==> src/rtl/pwm_multi_channel.sv <==
// pwm_multi_channel: multi-channel PWM generator with one shared period counter
// and double-buffered period/duty registers. New settings are applied only at a
// period boundary, so the outputs never glitch.
//
// Ports:
//   clk_i            clock, all logic on the rising edge
//   rst_ni           asynchronous active-low reset, released synchronously
//   period_i         requested terminal count P
//   duty_cycle_i     requested duties, channel i at [i*WIDTH +: WIDTH]
//   load_i           one-cycle strobe that captures period_i/duty_cycle_i into staging
//   ch_en_i          per-channel enable; takes effect on the next cycle
//   center_mode_i    centre-aligned counting, sampled at each terminal count
//                    (present only when PWM_CENTER_ALIGN_EN is defined)
//   pwm_out_o        registered PWM outputs
//   period_start_o   one-cycle pulse aligned with the output for count 0
//   update_done_o    one-cycle pulse after staging is copied into the active registers
//
// Build option: define PWM_CENTER_ALIGN_EN to add centre-aligned (up/down) counting.
module pwm_multi_channel #(
    parameter int WIDTH        = 10,
    parameter int CHANNELS     = 4,
    parameter int RESET_PERIOD = 1023
) (
    input  logic                      clk_i,
    input  logic                      rst_ni,
    input  logic [WIDTH-1:0]          period_i,
    input  logic [CHANNELS*WIDTH-1:0] duty_cycle_i,
    input  logic                      load_i,
    input  logic [CHANNELS-1:0]       ch_en_i,
`ifdef PWM_CENTER_ALIGN_EN
    input  logic                      center_mode_i,
`endif
    output logic [CHANNELS-1:0]       pwm_out_o,
    output logic                      period_start_o,
    output logic                      update_done_o
);

    logic [WIDTH-1:0]          cnt_q, cnt_d;
    logic [WIDTH-1:0]          period_q, stg_period_q;
    logic [CHANNELS*WIDTH-1:0] duty_q, stg_duty_q;
    logic                      pending_q;
    logic [CHANNELS-1:0]       pwm_q, pwm_d;
    logic                      start_q, upd_q;
    logic                      tc;

`ifdef PWM_CENTER_ALIGN_EN
    logic dir_q, dir_d, center_q, center_d;
    logic at_top;

    // Periods of 0 or 1 have no down leg: the top of the count is also the terminal count.
    always_comb begin
        at_top   = cnt_q == period_q;
        tc       = center_q ? ((dir_q && cnt_q == WIDTH'(1)) || (!dir_q && at_top && period_q <= WIDTH'(1)))
                            : at_top;
        cnt_d    = tc ? '0 : (center_q && (dir_q || at_top)) ? cnt_q - 1'b1 : cnt_q + 1'b1;
        dir_d    = tc ? 1'b0 : (center_q && at_top) ? 1'b1 : dir_q;
        center_d = tc ? center_mode_i : center_q;
    end

    always_ff @(posedge clk_i or negedge rst_ni) begin
        if (!rst_ni) begin
            dir_q    <= 1'b0;
            center_q <= 1'b0;
        end else begin
            dir_q    <= dir_d;
            center_q <= center_d;
        end
    end
`else
    always_comb begin
        tc    = cnt_q == period_q;
        cnt_d = tc ? '0 : cnt_q + 1'b1;
    end
`endif

    always_comb begin
        pwm_d = '0;
        for (int i = 0; i < CHANNELS; i++)
            pwm_d[i] = ch_en_i[i] && (cnt_q < duty_q[i*WIDTH +: WIDTH]);
    end

    always_ff @(posedge clk_i or negedge rst_ni) begin
        if (!rst_ni) begin
            cnt_q        <= '0;
            period_q     <= WIDTH'(RESET_PERIOD);
            duty_q       <= '0;
            stg_period_q <= '0;
            stg_duty_q   <= '0;
            pending_q    <= 1'b0;
            pwm_q        <= '0;
            start_q      <= 1'b0;
            upd_q        <= 1'b0;
        end else begin
            cnt_q   <= cnt_d;
            pwm_q   <= pwm_d;
            start_q <= cnt_q == '0;
            upd_q   <= tc && pending_q;
            // The transfer uses the staging value held before this edge, so a
            // LOAD on the TC cycle stays pending for the following TC.
            if (tc && pending_q) begin
                period_q <= stg_period_q;
                duty_q   <= stg_duty_q;
            end
            if (load_i) begin
                stg_period_q <= period_i;
                stg_duty_q   <= duty_cycle_i;
                pending_q    <= 1'b1;
            end else if (tc) begin
                pending_q    <= 1'b0;
            end
        end
    end

    assign pwm_out_o      = pwm_q;
    assign period_start_o = start_q;
    assign update_done_o  = upd_q;

endmodule
==> config.mk <==
export PLATFORM = sky130hd
export DESIGN_NAME = pwm_multi_channel
export DESIGN_NICKNAME = d
export VERILOG_FILES = /design/src/rtl/pwm_multi_channel.sv
export SDC_FILE = /design/constraint.sdc
export NUM_CORES = 1
export LEC_CHECK = 0
export ABC_AREA = 0
export CORE_ASPECT_RATIO = 0.6
export CORE_UTILIZATION = 53
export CTS_BUF_LIST = sky130_fd_sc_hd__clkbuf_4 sky130_fd_sc_hd__clkbuf_8
export CTS_CLUSTER_SIZE = 24
export DETAILED_ROUTE_END_ITERATION = 10
export GPL_ROUTABILITY_DRIVEN = 0
export PLACE_DENSITY_LB_ADDON = 0.2
export SLEW_MARGIN = 20
export SYNTH_ARGS = -nofsm -noshare
export SYNTH_HDL_FRONTEND = slang
export SYNTH_SLANG_ARGS = --single-unit
==> constraint.sdc <==
create_clock -name clk_i -period 1.9 [get_ports clk_i]
set_clock_uncertainty 0.05 [all_clocks]
set_input_delay 0.38 -clock clk_i [delete_from_list [all_inputs] [get_ports clk_i]]
set_output_delay 0.38 -clock clk_i [all_outputs]
set_load 0.01 [all_outputs]
* Yosys cells after proc, flatten, opt, wreduce, memory -nomap -nowiden *
Cells that the tools add are included.

operators by class
  reductions and logical operators = 7
  equality and inequality tests = 1
  $mul = 0
  shifts and indexed selects = 0
  mux-type cells = 3
  div/mod/pow operators = 0
  bitwise logic cells = 0
  add/sub/neg operators = 1
  magnitude comparators = 4

operators with widths
  kind                   number
  $lt 10x10->1           4
  $add 10x1->10 const B  1
  $eq 10x10->1           1
  $logic_not 10->1       1
  $mux 10                1
  $logic_and 1x1->1      5
  $mux 1                 2
  $reduce_bool 2->1      1

word-level totals
  bits of input ports = 57
  latch bits = 0
  flip-flop bits (word level) = 117
  memory bits (read-only) = 0
  memory bits (writable) = 0
  memories = 0

* Depth between registers and ports, before layout *
  word-level depth = 3
  gate-level depth with buffers = 6
  depth with buffers taken out = 6

* Worst setup path before layout *
No wires, ideal clock.

  path type = reg2reg
  start = register cnt_q[2]
  end = register duty_q[0]
  buffers on the path = 2
  data required time = 1725 ps
  clock period less this slack = 2051 ps
  stages on the path, launching flop included = 7
  setup time = 125 ps
  path slack = -151 ps
  arrival time = 1876 ps
  cell sequence = dfrtp_1 buf_6 xnor2_1 nand4_1 nor4_4 buf_6 mux2_4

on the way
  cells in the longest elaborated chain, start to end = 2

ends and longest elaborated chain
  element                 line  source
  start, declared         38    logic [WIDTH-1:0] cnt_q, cnt_d;
  start signal, assigned  94    cnt_q <= cnt_d;
  $eq 10x10->1            71    tc = cnt_q == period_q;
  $logic_and 1x1->1       100   if (tc && pending_q) begin
  end signal, assigned    102   duty_q <= stg_duty_q;
  end, declared           40    logic [CHANNELS*WIDTH-1:0] duty_q, stg_duty_q;

No other way between the ends.
A chain may end at the register's enable or synchronous reset.

* Worst setup path after layout *
  start = register period_q[2]
  end = register duty_q[37]

on the way
  cells in the longest elaborated chain, start to end = 2

ends and longest elaborated chain
  element                 line  source
  start, declared         39    logic [WIDTH-1:0] period_q, stg_period_q;
  start signal, assigned  85    period_q <= WIDTH'(RESET_PERIOD);
  start signal, assigned  101   period_q <= stg_period_q;
  $eq 10x10->1            71
  $logic_and 1x1->1       100

No other way between the ends.

==> summary.md <==
| Metric | Value |
|---|---|
| Run status | complete, but fails checks |
| Failing checks | setup timing |
| Synth top area share | 0.4741 |
| Detail Placement HPWL | 7.356 mm |
| Antenna viol nets, final | 0 |
| Mapped Cells | about 410 |
| Grt total ovfl | 0 |
| Worst Path Max Fanout | 7 |
| Ant. Diodes | 0 |
| Fin util | 0.7037 |
| Leakage power total | roughly 3.2 nW |
| Setup WS pre-CTS | -150.0 ps |
| Min cycle time layout | between 2000 and 2500 ps |
| Design area | between 0.007 and 0.008 sq mm |
| WS Path Type | reg2reg |
| Reg2Reg Depth | 6 |
| Placement Cell Area | 0.006606 sq mm |
| Pwr dens | around 1400 mW/mm^2 |
| Post-synthesis cell type count | 28 |
| Worst R2R End | duty_q[37]$_DFFE_PN0P_ |
| Register area share after synthesis | 0.5206 |
| Yosys top cell by area | dfrtp_1 |
| Slowest stage delay, CP | 560 ps |
| Register share of total power | 0.391 |
| Initial antenna violation count | 0 |
| Rows | 28 |
| Fill count | ~700 |
| Drt first pass iters | 4 |
| Total power | approximately 10 mW |
| Flop-to-flop setup slack | -200 ps |
| Slew @ Worst Pin | between 300 and 400 ps |
| Initial drt markers | between 100 and 150 |
| Die ar. | 0.01109 sq mm |
| Number of top-level pins | between 60 and 70 |
| TritonCTS clock tree | yes |
| Share of layout cells above drive strength 1 | 0.3365 |
| Worst flop-to-flop path startpoint | period_q[2]$_DFFE_PN1P_ |
| Rel. slew slack | 0.7661 |
| Seq cells post-synth | around 120 |
| Worst EP arrival | approximately 2400 ps |
| Starting Density | 0.5598 |
| H-tree levels | 4 |
| CP max stage cell | dfstp_2 |
| Fin crit share | 1.103 |
| Peak supply drop | just under 700 uV |
| Largest net degree at the start of global routing | between 50 and 60 |
| Vias in the first global route | 3593 |
| # setup viols final | 50 |
| Synthesized area per cell | 13.68 sq um |
| Psw | between 3 and 4 mW |
| Sw frac | 0.3073 |
| Die width | about 140 microns |
| Post-Syn Area | approximately 0.0056 sq mm |
| Ys Warns | 0 |
| Hold Vio Cnt, Final | 0 |
| Pint | just under 7 mW |
| DR DRC count | 0 |
| Area contributors post-synth | dfrtp_1, mux2_4, mux2_2 |
| Synthesized Nets | a little over 500 |
| Final WS setup | -195.7 ps |
| Worst Path Required | approximately 2200 ps |
| Vias/cell | between 5 and 6 |
| Hold WC Path Type | in2async |
| RSZ-0062 raised after global routing | yes |
| Fmax | roughly 480 MHz |
| Slew Viols, Final | 0 |
| Num Clock Sinks | between 100 and 150 |
| Worst-path clk slew | ~70 ps |
| Post-DR wirelength/cell | 16.29 microns |
| First-pass GRT wire length | 17.52 mm |
| Port Buf Inserts | 62 |
| Die Y | 81.96 microns |
| Clk_lat worst skew | 430 ps |
| CTS max path bufs | 2 |
| Via Count | 3380 |
| # Max-Cap Violations | 0 |
| Area growth syn-to-layout | 25.72% |
| Drt total wl | about 11 mm |
| Critical path cell sequence | xnor2_2 -> nand4_1 -> nor4_4 -> buf_6 -> clkbuf_16 -> mux2_4 |
| Clk Tree Root Cell | clkbuf_8 |
| Gate power share | 0.372 |
| Startpoint types | flip-flop |
| Critical path endpoint category | flip-flop |
| Core Region | 0.01009 sq mm |
| Total GRT Usage | 0.2131 |
| Clock share of power | 0.238 |
| Fin nets | 602 |
| CTS Buf Count | 17 |
## through the flow
stage / TNS, ps / hold slack (ps) / instances
2_1_floorplan: -6112 / 34.41 / 413
3_3_place_gp: -3342 / 236.9 / 620
3_5_place_dp: -5780 / 240.6 / 620
4_1_cts: -7250 / 319.4 / 653
5_1_grt: -10860 / 322.0 / 655
6_report: -8097 / 323.1 / 655
## cell usage in the layout, fill, tap and decap left out, types with 5 or more instances in the layout
cell type / n
buf_12: 6
a21o_1: 8
clkbuf_8: 18
a21oi_1: 12
nand4_1: 11
buf_4: 16
nor2_1: 12
clkinv_2: 5
mux2_4: 50
inv_1: 45
dfrtp_1: 107
mux2_2: 50
nor2b_1: 5
xnor2_1: 14
clkdlybuf4s50_1: 60
ha_1: 38
dfstp_2: 10
## cells in the mapped netlist (all sizes together)
cell    number
o21ai        4
nand2b       4
dfrtp      107
inv         45
clkbuf       5
nand3        4
nand4       11
nor4         4
ha          38
o211a        4
xor2         2
nand3b       1
dfstp       10
o21bai       1
a21oi       12
nor3         2
o311a        4
mux2       100
a21o         8
nand2        3
xnor2       16
nor2        12
buf         11
nor2b        5
## logic make-up after synthesis
group | share of synthesized area
xor gates and xnor gates | 0.02791
muxes | 0.2319
DFF | 0.5206
and+or+nand+nor | 0.04586
buffers and inverters | 0.04918
adders and majority gates | 0.08418
AOI/OAI and AO/OA | 0.04032
## metal layers
layer	share of wire	GRT usage	wire length, microns	vias up
met1	0.49	0.2826	5263	1677
met2	0.46	0.3323	4880	68
met4	0.011	0.08090	113	0
met5	0	0	0	-
li1	-	-	-	1620
met3	0.039	0.06358	413	15
## cell type report
| class | instances | area (sq um) | area share |
|---|---|---|---|
| clock buffers | 22 | 277.8 | 0.03912 |
| clock inverters | 10 | 130.1 | 0.01833 |
| inverters | 45 | 168.9 | 0.02379 |
| multi-input cells | 235 | 2449 | 0.3448 |
| flip-flops and latches | 117 | 2940 | 0.4141 |
| well taps | 135 | 168.9 | 0.02379 |
| repair buffers | 91 | 965.9 | 0.1360 |
## flip-flops by register name, summed over array words and instances, names as in the netlist
signal	cells
cnt_q	10
duty_q	40
pending_q	1
period_q	10
period_start_o	1
pwm_out_o	4
stg_duty_q	40
stg_period_q	10
update_done_o	1
## power groups by stage
stage / Sequential (mW) / Combinational, mW / Clock [mW]
5_1_grt: 3.95 / 4.04 / 2.52
2_1_floorplan: 3.82 / 2.58 / 0
3_3_place_gp: 3.87 / 3.40 / 0
6_report: 3.86 / 3.67 / 2.35
4_1_cts: 3.86 / 3.66 / 2.40
3_5_place_dp: 3.89 / 3.60 / 0
## repair_timing
action	CTS	global route
cloned	0	2
resized for setup	4	3
setup buffers	0	0
endpoints found under the hold margin	8	0
hold buffers	1	0
endpoints found under the setup margin	50	50
## critical path: cells and delay by family, from the launching register on
kind,cells,cell delay (ps)
buf+inv,2,380
flops,1,560
xor+xnor,1,120
mux,1,290
simple gates,2,570
## how the worst max path moves through the flow
stage	from	to	slack, ps	cells after the start
3_5_place_dp	period_q[7]$_DFFE_PN1P_	duty_q[35]$_DFFE_PN0P_	-150	6
3_3_place_gp	period_q[5]$_DFFE_PN1P_	duty_q[32]$_DFFE_PN0P_	-90	6
4_1_cts	period_q[2]$_DFFE_PN1P_	duty_q[9]$_DFFE_PN0P_	-180	6
2_1_floorplan	cnt_q[5]$_DFF_PN0_	duty_q[0]$_DFFE_PN0P_	-130	6
5_1_grt	period_q[2]$_DFFE_PN1P_	duty_q[36]$_DFFE_PN0P_	-240	6
6_report	period_q[2]$_DFFE_PN1P_	duty_q[37]$_DFFE_PN0P_	-200	6
Power figures use the tool's default switching activity.
